$ cat src/rtl/sample_burst_gen.sv
// Paced sample-strobe burst generator: emits burst_len single-cycle strobes every P clocks.
// Optional sticky overrun flag on ignored starts: define SAMPLE_BURST_OVERRUN_EN.
module sample_burst_gen #(
  parameter int unsigned CNT_WIDTH    = 10,
  parameter int unsigned PERIOD_WIDTH = 8
) (
  input  logic                    clk,
  input  logic                    rst,
  input  logic                    start,
  input  logic [CNT_WIDTH-1:0]    burst_len,
  input  logic [PERIOD_WIDTH-1:0] period,
  input  logic                    stall,
  input  logic                    clear,
  output logic                    sample_strobe,
  output logic [CNT_WIDTH-1:0]    remaining,
  output logic                    busy,
  output logic                    done,
  output logic                    overrun
);

  typedef enum logic [1:0] {
    StIdle,
    StRun,
    StDone
  } state_e;

  localparam logic [PERIOD_WIDTH-1:0] PerOne = PERIOD_WIDTH'(1);
  localparam logic [CNT_WIDTH-1:0]    CntOne = CNT_WIDTH'(1);

  state_e                  state_q, state_d;
  logic [CNT_WIDTH-1:0]    remaining_q, remaining_d;
  logic [PERIOD_WIDTH-1:0] phase_q, phase_d;
  logic [PERIOD_WIDTH-1:0] period_q, period_d;

  logic [PERIOD_WIDTH-1:0] period_eff;
  logic [PERIOD_WIDTH-1:0] last_phase;
  logic                    at_last_phase;

  // A programmed period of 0 behaves as 1 so every cycle can strobe.
  assign period_eff    = (period == '0) ? PerOne : period;
  assign last_phase    = period_q - PerOne;
  assign at_last_phase = (phase_q == last_phase);

  assign sample_strobe = (state_q == StRun) && at_last_phase && !stall;
  assign remaining     = remaining_q;
  assign busy          = (state_q == StRun);
  assign done          = (state_q == StDone);

  always_comb begin
    state_d     = state_q;
    remaining_d = remaining_q;
    phase_d     = phase_q;
    period_d    = period_q;

    if (clear) begin
      state_d     = StIdle;
      remaining_d = '0;
      phase_d     = '0;
    end else begin
      unique case (state_q)
        StIdle: begin
          if (start) begin
            period_d = period_eff;
            if (burst_len != '0) begin
              state_d     = StRun;
              remaining_d = burst_len;
              phase_d     = period_eff - PerOne;
            end else begin
              state_d = StDone;
            end
          end
        end
        StRun: begin
          if (!stall) begin
            if (at_last_phase) begin
              phase_d = '0;
              if (remaining_q != '0) begin
                remaining_d = remaining_q - CntOne;
              end
              if (remaining_q <= CntOne) begin
                state_d = StDone;
              end
            end else begin
              phase_d = phase_q + PerOne;
            end
          end
        end
        StDone: begin
          state_d     = StIdle;
          remaining_d = '0;
        end
        default: begin
          state_d     = StIdle;
          remaining_d = '0;
          phase_d     = '0;
        end
      endcase
    end
  end

  always_ff @(posedge clk) begin
    if (rst) begin
      state_q     <= StIdle;
      remaining_q <= '0;
      phase_q     <= '0;
      period_q    <= PerOne;
    end else begin
      state_q     <= state_d;
      remaining_q <= remaining_d;
      phase_q     <= phase_d;
      period_q    <= period_d;
    end
  end

`ifdef SAMPLE_BURST_OVERRUN_EN
  logic overrun_q, overrun_d;

  // Sticky until clear or rst; clear wins over a coincident ignored start.
  always_comb begin
    overrun_d = overrun_q;
    if (clear) begin
      overrun_d = 1'b0;
    end else if (start && (state_q != StIdle)) begin
      overrun_d = 1'b1;
    end
  end

  always_ff @(posedge clk) begin
    if (rst) begin
      overrun_q <= 1'b0;
    end else begin
      overrun_q <= overrun_d;
    end
  end

  assign overrun = overrun_q;
`else
  assign overrun = 1'b0;
`endif

endmodule

$ cat config.mk
export PLATFORM = sky130hd
export DESIGN_NAME = sample_burst_gen
export DESIGN_NICKNAME = d
export VERILOG_FILES = /design/src/rtl/sample_burst_gen.sv
export SDC_FILE = /design/constraint.sdc
export NUM_CORES = 1
export LEC_CHECK = 0
export ABC_AREA = 1
export BUFFER_PORTS_ARGS = -buffer_cell sky130_fd_sc_hd__buf_4
export CAP_MARGIN = 40
export CELL_PAD_IN_SITES_DETAIL_PLACEMENT = 0
export CELL_PAD_IN_SITES_GLOBAL_PLACEMENT = 1
export CORE_UTILIZATION = 34
export DETAILED_ROUTE_END_ITERATION = 16
export PLACE_DENSITY = 0.8
export SLEW_MARGIN = 40
export SYNTH_ARGS = -nofsm -noshare
export SYNTH_HDL_FRONTEND = slang
export SYNTH_SLANG_ARGS = --single-unit
$ cat constraint.sdc
create_clock -name clk -period 2.04 [get_ports clk]
set_clock_uncertainty 0.1 [all_clocks]
set_input_delay 0.102 -clock clk [delete_from_list [all_inputs] [get_ports clk]]
set_output_delay 0.102 -clock clk [all_outputs]
set_load 0.02 [all_outputs]
* Word level (Yosys, flattened, before mapping)
Cells that the tools add are included.
Widths: inputs -> output; s select.
** Storage, ports and cells
- Word-level logic and storage cells :: 50
- Output and inout port bits :: 14
- Register bits after elaboration :: 28
** Cells by class
- Bitwise logic cells :: 2
- $add $sub $neg :: 4
- Reduce and logical (&&, ||, !) cells :: 12
- Eq/ne operators :: 9
- Mux-type cells :: 18
- Order comparisons :: 1
** Operator list (number)
- $mux 10 :: 5
- $mux 8 :: 5
- $pmux 8 s3 :: 1
- $pmux 10 s2 :: 1
- $reduce_bool 10->1 :: 2
- $sub 8x1->8 const B :: 2
- $le 10x1->1 const B :: 1
- $mux 2 :: 5
- $sub 10x1->10 const B :: 1
- $add 8x1->8 const B :: 1
- $eq 8x8->1 :: 1
- $logic_not 8->1 :: 1
- $reduce_and 4->1 :: 2
- $ne 2x1->1 const B :: 3
- $ne 2x2->1 const B :: 3
- $reduce_and 5->1 :: 1
- $pmux 2 s2 :: 1
- $reduce_and 3->1 :: 1
- $eq 2x1->1 const B :: 1
- $eq 2x2->1 const B :: 1
- $logic_and 1x1->1 :: 2
- $logic_not 2->1 :: 1
- $not 1->1 :: 2
- $reduce_or 2->1 :: 1
- $logic_not 1->1 :: 1

* Longest topological paths before layout
- Depth in word-level cells :: 6
- Gate-level depth with buffers :: 17

* Worst setup path after synthesis
OpenSTA, ideal clock, no wires.
- Path type :: register to output
- Start :: register period_q[0]
- End :: output sample_strobe
- Required time :: 1838 ps
- Buffers on the path :: 0
- Cell stages (with the launch flop) :: 12
- Arrival :: 1767 ps
- Path slack :: 71 ps
- Cells stage by stage :: dfxtp_1 -> inv_2 -> ha_1 -> nand2_1 -> inv_1 -> nor2_1 -> nand2_1 -> nor2_1 -> nand3_1 -> nor2_2 -> nand2_4 -> nor3_1
** Between the ends
- Longest elaborated chain between the ends :: 4
** RTL lines
- start: declaration :: line 33 : logic [PERIOD_WIDTH-1:0] period_q, period_d;
- start signal: assignment :: line 106 : period_q <= PerOne;
- start signal: assignment :: line 111 : period_q <= period_d;
- $sub 8x1->8 :: line 41 : assign last_phase = period_q - PerOne;
- $eq 8x8->1 :: line 42 : assign at_last_phase = (phase_q == last_phase);
- $logic_and 1x1->1 (2 in series) :: line 44 : assign sample_strobe = (state_q == StRun) && at_last_phase && !stall;
- end: declaration :: line 14 : output logic sample_strobe,
No other way between the ends.

* Final worst setup path
- Start :: register period_q[1]
- End :: register remaining_q[7] (netlist: remaining[7])
** Between the ends
- Longest elaborated chain between the ends :: 4
** RTL lines
- $sub 8x1->8 :: line 41
- $eq 8x8->1 :: line 42
- $ne 2x1->1 (no source line)
- $reduce_and 5->1 (no source line)
- end signal: assignment :: line 109 : remaining_q <= remaining_d;
- end: declaration :: line 31 : logic [CNT_WIDTH-1:0] remaining_q, remaining_d;
No other way between the ends.
A chain may end at the register's enable or synchronous reset.

==> impl_metrics.toml <==
[synthesis]
synth_mux_area_frac = 0
synth_nets = 382
syn-instance-count = 354
synth_area_per_cell_um2 = 5.927
ys_warn_count = 0
synth_xor_area_frac = 0.04174
ys_seq_area_frac = 0.2671
synthAdderAreaFrac = 0.02982
synth_compound_area_frac = 0.1407
ys_types = 29
synth_top_family_by_area = "simple AND/OR/NAND/NOR gates"
synth_area_mm2 = 0.002098
ys_seq_elements = 28
yosys.area_share.simple = 0.4007

[placed_design]
place.port_buffers = 35
gp_congestion = 0.8906
hpwl_um = 4620

[finish]
syn_to_final_growth_pct = 35.66
regArea_um2 = 563.0
final_common_cell = "nand2_1"
final_cell_mix = "nand2_1 (87), buf_4 (53), inv_1 (42), nor2_1 (36), nand3_1 (28)"
drive_above_1_share = 0.2749
nets = 440
diodes = 0
nFillCells = 607
multi_input_comb_area_mm2 = 0.001433

[power]
total_power_w = 0.001750
leakagePower_nw = 1.404
power_density_mw_per_mm2 = 615.0
ir_worst_vdd_v = 0.0003224

[critical_path]
crit_required_ns = 2.15
critPathKind = "register to register"
slowest_delay_ns = 0.36
worstPathCellList = "inv_2 -> ha_4 -> nor2_2 -> nor2_1 -> nand2_1 -> nor2_1 -> nand3_1 -> nor2_2 -> nand2_4 -> buf_12 -> nand2_8 -> nand2_8 -> clkinv_8 -> nand2_4 -> a21oi_2"
slowest_stage = "dfxtp_2"
worstSetupEndpointType = "register"
critPathBufInv = 3
cp_top_family = "simple AND/OR/NAND/NOR gates"
r2r_end = "remaining[7]"
reg2reg_depth = 15
r2r_setup_slack_ns = 0.01
critPathMaxFanout = 8
r2r_start = "period_q[1]"
critPathLaunchType = "register"
cp_data_arrival_time_ns = 2.14

[timing]
period_needed_ns = 2.030
final-setup-viol-count = 0
timing.final.crit_share = 0.9953
rsz0062_at_grt = "yes"
finalHoldViolations = 0
hold_ws_ns = 0.004833
final_max_slew_viol_count = 0
max_freq_mhz = 492.5

[detailed_routing]
first_pass_iters = 4
routed_via_density = 4.852
ant_nets = 0
vias = 2358
post-route-drc-count = 0
routed_wl_um = 6013
wire_per_inst_um = 12.37
drt_iter0_drc = 109

[worst_hold_path]
hp-class = "input pin to register"
whs_path_depth = 4
hold-path-endpoint = "state_q[1]"
hold_path.startpoint = "start"

[global_route]
grt_pass1_wl_um = 9908
grt_pass1_vias = 2211
antenna_found_initial = 0
overflow = 0
grt_max_degree = 17
globalRouteTotalUtil = 0.1975

[run_status]
status = "completed"

[floorplanning]
die_area_mm2 = 0.006490
fp-row-count = 28
initial_utilization = 0.3544
fp.dieH_um = 80.56
die_width_um = 80.56
num_io_pins = 37
coreArea_mm2 = 0.005921

[clock_network]
cts_buffer_depth = 2
htreeDepth = 1
path_clk_slew_ns = 0.11
cts_tree = "built"
clock_latency_ns = 0.28
clock_sinks = 28
root_buffer = "clkbuf_8"
cts_buffers = 3

[job]
maxCapViolations = 0
## metrics by stage
stage,instance area [µm²],TNS [ns],utilization,instances,setup slack (ns)
6_report,2846,0,0.4808,486,0.009549
2_1_floorplan,2098,0,-,354,0.07126
3_3_place_gp,2534,0,0.4279,473,0.1029
5_1_grt,2846,-0.8116,0.4808,486,-0.1212
3_5_place_dp,2534,0,0.4279,473,0.04359
4_1_cts,2668,0,0.4505,481,0.01020
## state kept, by name, summed over array words and instances, names as in the netlist
signal     flops
phase_q        8
period_q       8
state_q        2
remaining     10
## cell type report
cell class,instances,share of cell area
multi-input cells,264,0.5033
flip-flops and latches,28,0.1978
repair buffers,58,0.1613
inverters,57,0.07956
well taps,75,0.03297
clock buffers,3,0.01451
clock inverters,1,0.01055
## worst max-delay path by stage
stage	start	endpoint	slack [ns]	cells past startpoint
2_1_floorplan	period_q[0]	sample_strobe	0.07	11
3_3_place_gp	period_q[0]	remaining[9]	0.10	15
5_1_grt	period_q[0]	sample_strobe	-0.12	12
4_1_cts	period_q[1]	sample_strobe	0.01	13
3_5_place_dp	period_q[0]	remaining[9]	0.04	15
6_report	period_q[1]	remaining[7]	0.01	15
## timing repair
item | 4_1_cts | 5_1_grt
cloned | 0 | 1
setup buffers | 1 | 4
hold buffers | 3 | 0
gates resized for setup | 5 | 38
hold endpoints to repair | 3 | 0
pin swaps | 1 | 10
endpoints found under the setup margin | 1 | 14
## synthesized netlist by cell type, drive strengths merged
library cell,n,area (µm²)
nand4,7,43.79
nand3,29,145.1
dfxtp,28,560.5
inv,56,210.2
ha,5,62.56
nor2,48,197.7
clkinv,1,3.750
nor3,7,40.04
conb,1,3.750
clkbuf,4,15.01
buf,2,18.77
o2111ai,1,8.760
nand2,99,401.6
or2,2,12.51
xnor2,3,26.28
o31ai,2,15.01
o21ai,28,140.1
xor2,7,61.31
a21oi,21,105.1
o22ai,1,6.260
a32o,2,20.02
## power breakdown
part,switching (W),internal [W]
clock network,0.000183,0.000263
logic,0.000402,0.000281
registers,0.0000398,0.000582
total,0.000624,0.00113
## metal layers
metal	routed length, µm	track usage	share of wire	up-vias
li1	-	-	-	1239
met1	2571	0.2357	0.43	1047
met2	3051	0.3542	0.51	62
met3	257	0.02386	0.043	10
met4	132	0.07857	0.022	0
met5	0	0	0	-
## cell families after synthesis
group | count (synthesis)
buffers and inverters | 63
and+or+nand+nor | 192
other | 1
xor gates and xnor gates | 10
DFF | 28
AOI/OAI and AO/OA | 55
adders and majority gates | 5
## worst reg2reg max path, stage by stage (launching register included)
cell      delay, ns
dfxtp_2        0.36
inv_2          0.05
ha_4           0.27
nor2_2         0.03
nor2_1         0.09
nand2_1        0.05
nor2_1         0.08
nand3_1        0.08
nor2_2         0.16
nand2_4        0.09
buf_12         0.14
nand2_8        0.07
nand2_8        0.10
clkinv_8       0.11
nand2_4        0.05
a21oi_2        0.14
(Power assumes the default switching activity.)
